===== config.mk =====
export PLATFORM = sky130hd
export DESIGN_NAME = datapath
export DESIGN_NICKNAME = d
export VERILOG_FILES = /design/src/rtl/datapath_pkg.sv /design/src/rtl/datapath_regfile.sv /design/src/rtl/datapath.sv
export SDC_FILE = /design/constraint.sdc
export NUM_CORES = 1
export LEC_CHECK = 0
export ABC_AREA = 0
export BUFFER_PORTS_ARGS = -buffer_cell sky130_fd_sc_hd__buf_2
export CAP_MARGIN = 25
export CORE_ASPECT_RATIO = 0.6
export CORE_MARGIN = 3
export CORE_UTILIZATION = 55
export DETAILED_ROUTE_END_ITERATION = 16
export PLACE_DENSITY = 0.73
export RECOVER_POWER = 50
export SLEW_MARGIN = 5
export SYNTH_ARGS = -nofsm -noshare
export SYNTH_HDL_FRONTEND = slang
export SYNTH_SLANG_ARGS = --single-unit

===== constraint.sdc =====
create_clock -name clk -period 12.6 [get_ports clk]
set_input_delay 1.26 -clock clk [delete_from_list [all_inputs] [get_ports clk]]
set_output_delay 1.26 -clock clk [all_outputs]
set_load 0.02 [all_outputs]

===== src/rtl/datapath_pkg.sv =====
`default_nettype none
// ============================================================================
// Module      : datapath_pkg
// Description : Shared constants for the sequencer/datapath pair: default
//               word width, register-file geometry, ALU opcodes and the
//               bit positions of every field in the 15-bit control word.
//               The sequencer FSM builds its control words from these too.
// Revision    : 1.0 - initial release
// ============================================================================
package datapath_pkg;

    localparam int DP_WIDTH_DEFAULT = 8;

    // Register file geometry
    localparam int REG_COUNT  = 16;
    localparam int REG_ADDR_W = 4;

    // ALU opcodes
    localparam logic [1:0] ALU_ADD = 2'b00;
    localparam logic [1:0] ALU_SUB = 2'b01;
    localparam logic [1:0] ALU_AND = 2'b10;
    localparam logic [1:0] ALU_OR  = 2'b11;

    // Control word layout: {cnt_alu, slc_mux_a, slc_mux_b, slc_reg, w}
    localparam int CTRL_W       = 15;
    localparam int CTRL_ALU_LSB = 13;
    localparam int CTRL_ALU_W   = 2;
    localparam int CTRL_A_LSB   = 9;
    localparam int CTRL_B_LSB   = 5;
    localparam int CTRL_DST_LSB = 1;
    localparam int CTRL_W_BIT   = 0;

endpackage
`default_nettype wire


===== src/rtl/datapath_regfile.sv =====
`default_nettype none
// ============================================================================
// Module      : regfile
// Description : 16 x WIDTH general-purpose register file, asynchronously
//               cleared. Two operand read ports plus one observation read
//               port, all combinational. Two write ports: the control-word
//               write and the host load; the host load wins when both
//               target the same index in the same cycle.
// Ports       : clk, rst          - clock, async active-high reset
//               i_we/i_waddr/i_wdata          - control write port
//               i_ld_en/i_ld_addr/i_ld_data   - host load port
//               i_ra_addr/o_ra_data           - operand A read
//               i_rb_addr/o_rb_data           - operand B read
//               i_rd_addr/o_rd_data           - observation read
// Revision    : 1.0 - initial release
// ============================================================================
module regfile
    import datapath_pkg::*;
#(
    parameter int WIDTH = DP_WIDTH_DEFAULT
) (
    input  logic                  clk,
    input  logic                  rst,
    input  logic                  i_we,
    input  logic [REG_ADDR_W-1:0] i_waddr,
    input  logic [WIDTH-1:0]      i_wdata,
    input  logic                  i_ld_en,
    input  logic [REG_ADDR_W-1:0] i_ld_addr,
    input  logic [WIDTH-1:0]      i_ld_data,
    input  logic [REG_ADDR_W-1:0] i_ra_addr,
    input  logic [REG_ADDR_W-1:0] i_rb_addr,
    input  logic [REG_ADDR_W-1:0] i_rd_addr,
    output logic [WIDTH-1:0]      o_ra_data,
    output logic [WIDTH-1:0]      o_rb_data,
    output logic [WIDTH-1:0]      o_rd_data
);

    logic [WIDTH-1:0] r_mem [REG_COUNT];

    // One flop bank per entry; the load port is checked first so it takes
    // priority over the control write on an index collision.
    for (genvar gi = 0; gi < REG_COUNT; gi++) begin : g_reg
        always_ff @(posedge clk or posedge rst) begin
            if (rst) begin
                r_mem[gi] <= '0;
            end else if (i_ld_en && (i_ld_addr == REG_ADDR_W'(gi))) begin
                r_mem[gi] <= i_ld_data;
            end else if (i_we && (i_waddr == REG_ADDR_W'(gi))) begin
                r_mem[gi] <= i_wdata;
            end
        end
    end

    // No write bypass: reads always see the pre-edge contents.
    assign o_ra_data = r_mem[i_ra_addr];
    assign o_rb_data = r_mem[i_rb_addr];
    assign o_rd_data = r_mem[i_rd_addr];

endmodule
`default_nettype wire


===== src/rtl/datapath.sv =====
`default_nettype none
// ============================================================================
// Module      : datapath
// Description : Execution datapath driven by the sequencer's 15-bit control
//               word: register file, A/B operand muxes, 2-bit-opcode ALU and
//               the registered unsigned A > B flag (mayor) the FSM branches
//               on. A host load port and an observation read port let the
//               pair run stand-alone.
// Ports       : clk, rst  - clock, async active-high reset
//               ctrl      - {alu op, A idx, B idx, dst idx, w}
//               mayor     - registered (A > B) from the previous cycle
//               ld_en/ld_addr/ld_data - host register load
//               rd_addr/rd_data       - combinational register observation
//               alu_out   - combinational ALU result for current ctrl
// Revision    : 1.0 - initial release
// ============================================================================
module datapath
    import datapath_pkg::*;
#(
    parameter int WIDTH = DP_WIDTH_DEFAULT
) (
    input  logic                  clk,
    input  logic                  rst,
    input  logic [CTRL_W-1:0]     ctrl,
    output logic                  mayor,
    input  logic                  ld_en,
    input  logic [REG_ADDR_W-1:0] ld_addr,
    input  logic [WIDTH-1:0]      ld_data,
    input  logic [REG_ADDR_W-1:0] rd_addr,
    output logic [WIDTH-1:0]      rd_data,
    output logic [WIDTH-1:0]      alu_out
);

    logic [CTRL_ALU_W-1:0] w_op;
    logic [REG_ADDR_W-1:0] w_sel_a;
    logic [REG_ADDR_W-1:0] w_sel_b;
    logic [REG_ADDR_W-1:0] w_sel_dst;
    logic                  w_we;
    logic [WIDTH-1:0]      w_op_a;
    logic [WIDTH-1:0]      w_op_b;
    logic [WIDTH-1:0]      w_alu;
    logic                  r_mayor;

    assign w_op      = ctrl[CTRL_ALU_LSB +: CTRL_ALU_W];
    assign w_sel_a   = ctrl[CTRL_A_LSB   +: REG_ADDR_W];
    assign w_sel_b   = ctrl[CTRL_B_LSB   +: REG_ADDR_W];
    assign w_sel_dst = ctrl[CTRL_DST_LSB +: REG_ADDR_W];
    assign w_we      = ctrl[CTRL_W_BIT];

    regfile #(
        .WIDTH (WIDTH)
    ) u_regfile (
        .clk       (clk),
        .rst       (rst),
        .i_we      (w_we),
        .i_waddr   (w_sel_dst),
        .i_wdata   (w_alu),
        .i_ld_en   (ld_en),
        .i_ld_addr (ld_addr),
        .i_ld_data (ld_data),
        .i_ra_addr (w_sel_a),
        .i_rb_addr (w_sel_b),
        .i_rd_addr (rd_addr),
        .o_ra_data (w_op_a),
        .o_rb_data (w_op_b),
        .o_rd_data (rd_data)
    );

    // All results wrap modulo 2^WIDTH; carry/borrow is discarded.
    always_comb begin
        w_alu = '0;
        case (w_op)
            ALU_ADD: w_alu = w_op_a + w_op_b;
            ALU_SUB: w_alu = w_op_a - w_op_b;
            ALU_AND: w_alu = w_op_a & w_op_b;
            ALU_OR:  w_alu = w_op_a | w_op_b;
            default: w_alu = '0;
        endcase
    end

    assign alu_out = w_alu;

    // Flag tracks the operand selects every cycle regardless of w, so the
    // FSM sees a valid compare one state after it sets the selects.
    always_ff @(posedge clk or posedge rst) begin
        if (rst) begin
            r_mayor <= 1'b0;
        end else begin
            r_mayor <= (w_op_a > w_op_b);
        end
    end

    assign mayor = r_mayor;

endmodule
`default_nettype wire


==> results of run 1 <==
-- worst min-delay path, delay by kind of cell, from the launching register on --
kind	cells	cell delay [ns]
DFF	1	0.39
AOI/OAI and AO/OA	2	0.15
-- worst paths after layout --
path	depth (start not counted)	to	slack [ns]	from
min in group asynchronous	2	u_regfile.r_mem[45]	1.67	rst
max reg2reg	10	u_regfile.r_mem[22]	8.74	u_regfile.r_mem[32]
min reg2reg	2	u_regfile.r_mem[83]	0.58	u_regfile.r_mem[83]
min	2	u_regfile.r_mem[83]	0.58	u_regfile.r_mem[83]
max	12	alu_out[6]	4.70	ctrl[5]
max in group asynchronous	3	u_regfile.r_mem[113]	6.58	rst
-- Yosys cell counts (8+ instances only) --
cell	count
sky130_fd_sc_hd__nor2_1	116
sky130_fd_sc_hd__nand2_1	110
sky130_fd_sc_hd__mux2i_1	12
sky130_fd_sc_hd__a22oi_1	54
sky130_fd_sc_hd__mux4_2	122
sky130_fd_sc_hd__o21ai_0	60
sky130_fd_sc_hd__dfrtp_1	129
sky130_fd_sc_hd__a31oi_1	17
sky130_fd_sc_hd__a21oi_1	58
sky130_fd_sc_hd__inv_1	25
sky130_fd_sc_hd__inv_2	10
sky130_fd_sc_hd__nand2b_1	8
sky130_fd_sc_hd__ha_1	24
sky130_fd_sc_hd__buf_1	11
sky130_fd_sc_hd__buf_2	26
sky130_fd_sc_hd__nor3_1	10
sky130_fd_sc_hd__nand3_1	10
sky130_fd_sc_hd__o31ai_2	9
sky130_fd_sc_hd__o21ai_1	63
sky130_fd_sc_hd__clkbuf_1	40
-- power by group through the flow --
stage / Clock [mW] / Combinational [mW] / Sequential, mW
3_5_place_dp: 0 / 1.18 / 0.814
4_1_cts: 0.526 / 1.19 / 0.817
2_1_floorplan: 0 / 0.942 / 0.698
3_3_place_gp: 0 / 1.16 / 0.805
5_1_grt: 0.545 / 1.30 / 0.854
6_report: 0.525 / 1.21 / 0.849
-- area by class of cell --
class	count	area [µm²]	area share, %
clock buffer	19	453	4.16
clock inverter	12	158	1.45
inverter	35	133	1.22
multi-input combinational	733	6250	57.4
sequential	129	3230	29.6
tap	234	293	2.69
timing repair buffer	65	375	3.45
-- layer usage --
metal	GRT usage (%)	up-vias
met4	8.99	0
met1	51.2	4341
met5	0	-
li1	-	3692
met2	41.4	784
met3	16.5	80
-- state kept, by name, indices dropped and copies added, names as in the netlist --
name	cells
mayor	1
u_regfile.r_mem	128
-- cell usage in the layout (no fill, tap or decap), types with 3 or more instances in the layout --
cell	instances
sky130_fd_sc_hd__a21o_1	5
sky130_fd_sc_hd__nand2_1	110
sky130_fd_sc_hd__inv_2	10
sky130_fd_sc_hd__mux2i_1	12
sky130_fd_sc_hd__nand3_1	10
sky130_fd_sc_hd__xnor2_1	6
sky130_fd_sc_hd__clkbuf_16	17
sky130_fd_sc_hd__nand3b_1	3
sky130_fd_sc_hd__clkinvlp_4	3
sky130_fd_sc_hd__nor2b_1	3
sky130_fd_sc_hd__and3_1	3
sky130_fd_sc_hd__nand2b_1	8
sky130_fd_sc_hd__inv_1	24
sky130_fd_sc_hd__o21ai_0	63
sky130_fd_sc_hd__nor2_1	116
sky130_fd_sc_hd__buf_2	49
sky130_fd_sc_hd__nor3_1	10
sky130_fd_sc_hd__dfrtp_1	129
sky130_fd_sc_hd__a21oi_1	58
sky130_fd_sc_hd__clkbuf_1	4
sky130_fd_sc_hd__o21ai_1	60
sky130_fd_sc_hd__nand4_1	3
sky130_fd_sc_hd__a31oi_1	17
sky130_fd_sc_hd__mux4_2	122
sky130_fd_sc_hd__buf_4	10
sky130_fd_sc_hd__ha_1	24
sky130_fd_sc_hd__o31ai_1	7
sky130_fd_sc_hd__a22oi_1	54
sky130_fd_sc_hd__o31ai_2	9
sky130_fd_sc_hd__bufinv_16	3
-- cells by family (layout without fill, tap and decap cells) --
kind of cell | after synthesis | in the layout | synth area share [%]
AO/OA/AOI/OAI | 289 | 289 | 18.2
XOR/XNOR | 7 | 7 | 0.613
adder cells (fa/ha/maj) | 26 | 26 | 3.41
buffers and inverters | 119 | 131 | 5.17
flip-flops | 129 | 129 | 32.3
multiplexers | 135 | 135 | 28.8
AND/OR/NAND/NOR | 276 | 276 | 11.5
==> run metrics, run 1 <==
Setup Skew=0.0110 ns; Core Footprint=~17000 µm²; leakage component of the power=4.29 nW; Total Power=2.59 mW; detail-routed net length per standard cell=26.7 µm; GRT Util Overall=33.4%; pin count of the biggest net entering global routing=68; timing-limited maximum frequency=0.127 GHz; net count reported at finish=between 1000 and 1500; flip-flop and latch count after synthesis=129; post-CTS resize count=0; vias after detailed routing=8897; die area=19900 µm²; global-route wire length before repair=about 51000 µm; crit path capture type=output pin; Most used DFF post-synth=sky130_fd_sc_hd__dfrtp_1; placed instance area=10300 µm²; buffers inserted by post-CTS timing repair=0; first drt pass iteration count=6; final number of max-transition violations=approximately 170; Final period util=between 60% and 70%; count of input and output buffers=50; length of routed wiring on met1=13100 µm; Min Clock Period, post-route=7.90 ns; ratio of cells with drive above 1 in the final layout=24.4%; count of different cell masters after synthesis=54; drc violations=0; buffer type at the clock tree root=sky130_fd_sc_hd__clkbuf_16; P_int=1.46 mW; Detailed Route Iter0 Violations=roughly 1400; final number of hold-violating endpoints=0; TritonCTS clock tree=done; Hold Buf Count CTS=0; number of nets with antenna violations after detailed routing=0; share of the core filled with cells=62.4%; Setup Crit Path Kind=in -> out; switching component of the power=roughly 1.1 mW; clock transition at the register clock pins on the worst setup and hold paths after CTS=0.07 ns; remaining global-route overflow=0; failing checks=max-capacitance violations, max-slew violations; Die W=180 µm; result of the run=finished with violations; Total Wirelength=32700 µm; setup repair after global routing missed its margin=false; CP startpoint kind=input port; WHS=0.583 ns; Antenna Cells=0; top fanout value on the critical path=32; worst-path cell with the longest stage delay=sky130_fd_sc_hd__clkbuf_1; Buffers & Inverters on Critical Path=3; setup slack of the critical path after layout=4.70 ns; Clock Power Share=just over 20%; synthesized area per cell=slightly above 10 µm²; share of flip-flops with an asynchronous set or reset=100%; number of instances in the synthesized netlist=981; highest ir drop seen on vdd=0.000163 V; routed length on met2=12700 µm; largest cells by area after synthesis=sky130_fd_sc_hd__dfrtp_1, sky130_fd_sc_hd__mux4_2, sky130_fd_sc_hd__nor2_1; final sum of negative setup slack=0 ns; Worst Path Arrival=around 6.6 ns; Top Ports=51; Post-DP HPWL=23600 µm; number of synthesized flops with an enable pin=0; switching portion of total power=43.5%; mapped cell area=9990 µm²; Met3 Wirelength=6310 µm; initial antenna violation count=0; Die Y=110 µm; portion of synthesized cell area occupied by the leading cell type=32.3%; power density normalized to cell area=around 240 nW/µm²; clk sink count=129; initial standard-cell utilization of the core=57.3%; total instance count after detailed placement=approximately 1200; row count=37; vias per std cell=7.25; headroom to the max-slew limit=-137%; Comb pwr share=46.9%; top layer reached by signal wires=met4; H-Tree Level Count=4; cell accounting for the most synthesized area=sky130_fd_sc_hd__dfrtp_1; total of fill cells in the finished design=1399; stage delay of the slowest cell on the critical path=roughly 1.8 ns; cell class contributing the biggest share of worst-path delay=buffers and inverters; max-capacitance violation count=3; worst slack after detailed placement=5.92 ns; Synthesis Warnings=0; via count of the first global-routing pass=8300; final weighted congestion of routability-driven global placement=~0.96; CTS max path bufs=2; data required time of the worst path=about 11 ns; Area growth, synth to finish=8.95%; source-to-sink clock delay at the later pin of the worst-skew pair=0.43 ns; sequential-to-total area share from yosys stat=between 30 and 40%; transition at the pin with the smallest max-transition slack=between 3 and 4 ns; CP Cell Sequence=buf_2 -> clkbuf_1 -> mux4_2 -> mux4_2 -> ha_1 -> fa_1 -> a21o_1 -> a221oi_2 -> xnor2_1 -> o21ai_4 -> and3_1 -> buf_2; kind of path behind the tightest hold check=reg -> reg; Num CTS Buffers=17; number of nets produced by synthesis=1041; # setup viols final=0; final non-filler cell area=approximately 11000 µm²; sequential power share=32.8%; final cell count without fillers=1227
Power figures use the tool's default switching activity.
==> run 2, diff against run 1 <==
PLACE_DENSITY = 0.76   (was 0.73)
clock period = 6.5 ns   (was 12.6 ns; I/O delays follow)
==> run metrics, run 2 (synthesized netlist as in run 1, its figures left out) <==
final sum of negative setup slack=0 ns (unchanged); P_int=2.76 mW (+89%); Area growth, synth to finish=8.39%; Hold Crit Depth=2 (unchanged); setup repair after global routing missed its margin=false; CP Cell Sequence=buf_2 -> buf_4 -> mux4_2 -> mux4_2 -> inv_1 -> ha_1 -> nor3_1 -> o21ai_0 -> o211ai_1 -> mux2_2 -> and3_1 -> buf_2; Final period util=between 80% and 90%; via count of the first global-routing pass=8461 (+1.9%); Buffers & Inverters on Critical Path=4 (+1); GRT Util Overall=34.5% (+1.1 points); final number of max-transition violations=165 (unchanged); die area=19900 µm² (unchanged); transition at the pin with the smallest max-transition slack=3.05 ns (-0.511 ns); Min Clock Period, post-route=5.40 ns; WHS=0.554 ns (-0.0287 ns); number of nets with antenna violations after detailed routing=0 (unchanged); # setup viols final=0 (unchanged); start point of the critical path=ctrl[9]; Core Footprint=17500 µm² (unchanged); switching portion of total power=44.8% (+1.2 points); FF-to-FF setup slack=2.50 ns (-6.24 ns); depth of the critical timing path with buffers and inverters included=12 (unchanged); flip-flop count of the largest register, all copies and words added=128 (unchanged); worst-path cell with the longest stage delay=sky130_fd_sc_hd__buf_2; failing checks=max-capacitance violations, max-slew violations; source-to-sink clock delay at the later pin of the worst-skew pair=0.44 ns (about the same); row count=37 (unchanged); total of fill cells in the finished design=1380 (-1.4%); total instance count after detailed placement=1196 (+0.25%); launch instance of the worst min-delay path=u_regfile.r_mem[28]; top fanout value on the critical path=21 (-34%); highest ir drop seen on vdd=0.000270 V (+66%); Num CTS Buffers=17 (unchanged); leakage component of the power=4.25 nW (-0.97%); Worst Path Arrival=4.75 ns (-1.89 ns); final cell count without fillers=1229 (+0.16%); Total Wirelength=34100 µm (+4.3%); switching component of the power=2.24 mW (+99%); TritonCTS clock tree=done; detail-routed net length per standard cell=27.8 µm (+4.1%); Hold Buf Count CTS=0 (unchanged); ratio of cells with drive above 1 in the final layout=23.9% (-0.45 points); commonest cells after routing, fill and taps aside=sky130_fd_sc_hd__dfrtp_1, sky130_fd_sc_hd__mux4_2, sky130_fd_sc_hd__nor2_1; post-CTS resize count=0 (unchanged); capture point of the worst reg-to-reg path=u_regfile.r_mem[76]; buffer type at the clock tree root=sky130_fd_sc_hd__clkbuf_16; Die W=180 µm (unchanged); initial standard-cell utilization of the core=57.3% (unchanged); initial antenna violation count=2 (+2); sequential power share=31.0% (-1.8 points); CTS max path bufs=2 (unchanged); most frequent standard cell in the layout excluding fill and tap cells=sky130_fd_sc_hd__dfrtp_1; Setup Crit Path Kind=in -> out; Comb pwr share=49.7% (+2.8 points); kind of path behind the tightest hold check=reg -> reg; remaining global-route overflow=0 (unchanged); Setup Skew=0.0123 ns (+0.00138 ns); clk sink count=129 (unchanged); Die Y=110 µm (unchanged); Top Ports=51 (unchanged); H-Tree Level Count=4 (unchanged); Total Power=5.00 mW (+93%); Detailed Route Iter0 Violations=1457 (+2.1%); count of input and output buffers=50 (unchanged); max-capacitance violation count=3 (unchanged); reg-to-reg critical path startpoint=u_regfile.r_mem[8]; result of the run=finished with violations; vias per std cell=7.28 (+0.35%); power density normalized to cell area=462 nW/µm² (+94%); first drt pass iteration count=6 (unchanged); pin count of the biggest net entering global routing=66 (-2.9%); end point of the critical path=alu_out[6]; top register by number of flip-flops=u_regfile.r_mem; drc violations=0 (unchanged); cell class contributing the biggest share of worst-path delay=multiplexers; Clock Power Share=19.3% (-1.0 points); timing-limited maximum frequency=between 0.15 and 0.2 GHz; final weighted congestion of routability-driven global placement=0.974 (+1.5%); net count reported at finish=1042 (+0.096%); cell depth of the worst flop-to-flop path=11 (+1); final number of hold-violating endpoints=0 (unchanged); vias after detailed routing=8943 (+0.52%); share of the core filled with cells=62.1% (-0.32 points); headroom to the max-slew limit=-104% (+33 points); global-route wire length before repair=52400 µm (+2.9%); data required time of the worst path=5.85 ns (-5.49 ns); buffers inserted by post-CTS timing repair=0 (unchanged); clock transition at the register clock pins on the worst setup and hold paths after CTS=0.06 ns (about the same); stage delay of the slowest cell on the critical path=0.65 ns (-1.16 ns); CP startpoint kind=input port; Antenna Cells=0 (unchanged); Post-DP HPWL=24000 µm (+1.8%); crit path capture type=output pin
## run 2: changes by cell type in the layout (fill, tap and decap cells not counted), sizes merged
cell and change:
clkinv -3, bufinv -2, clkbuf +6, clkinvlp +1, inv +4, buf -4
## run 2: layout make-up
type	instances	area [µm²]	area share, %
Multi-Input combinational cell	733	6250	57.7
Sequential cell	129	3230	29.8
Clock buffer	20	447	4.12
Timing Repair Buffer	66	359	3.31
Tap cell	234	293	2.70
Inverter	35	133	1.22
Clock inverter	12	124	1.14
## run 2: metal layers
| layer | share of wire [%] | vias to the layer above | global-route usage (%) |
|---|---|---|---|
| met2 | 40 | 798 | 44.8 |
| li1 | - | 3696 | - |
| met5 | 0.16 | - | 1.75 |
| met3 | 19 | 62 | 18.4 |
| met1 | 40 | 4383 | 51.2 |
| met4 | 1.2 | 4 | 6.69 |
## run 2: worst min path at each step
| stage | slack, ns | to |
|---|---|---|
| floorplan | 0.50 | u_regfile.r_mem[108] |
| global route | 0.58 | u_regfile.r_mem[60] |
| global placement | 0.53 | u_regfile.r_mem[28] |
| finish | 0.55 | u_regfile.r_mem[28] |
| CTS | 0.32 | u_regfile.r_mem[5] |
| detailed placement | 0.53 | u_regfile.r_mem[28] |
## run 2: per-stage QoR
step | setup slack (ns) | area [µm²]
2_1_floorplan | 1.77 | 9990
3_3_place_gp | 1.33 | 10300
3_5_place_dp | 1.27 | 10300
4_1_cts | 1.21 | 10800
5_1_grt | 1.03 | 10800
6_report | 1.10 | 10800
## run 2: power groups by stage
stage               Combinational, mW  Sequential (mW)  Clock, mW
finish                           2.49             1.55      0.967
CTS                              2.40             1.51      0.972
floorplan                        1.83             1.35          0
global route                     2.64             1.56       1.01
global placement                 2.34             1.49          0
detailed placement               2.39             1.50          0
## run 2: worst register-to-register path: stages (launching register included)
cell,delay (ns)
sky130_fd_sc_hd__dfrtp_1,0.49
sky130_fd_sc_hd__mux4_2,0.51
sky130_fd_sc_hd__mux4_2,0.54
sky130_fd_sc_hd__ha_1,0.28
sky130_fd_sc_hd__fa_1,0.46
sky130_fd_sc_hd__a21o_1,0.22
sky130_fd_sc_hd__a2111o_1,0.41
sky130_fd_sc_hd__a31oi_1,0.16
sky130_fd_sc_hd__a41o_1,0.27
sky130_fd_sc_hd__buf_4,0.32
sky130_fd_sc_hd__mux2i_1,0.12
sky130_fd_sc_hd__o21ai_1,0.15
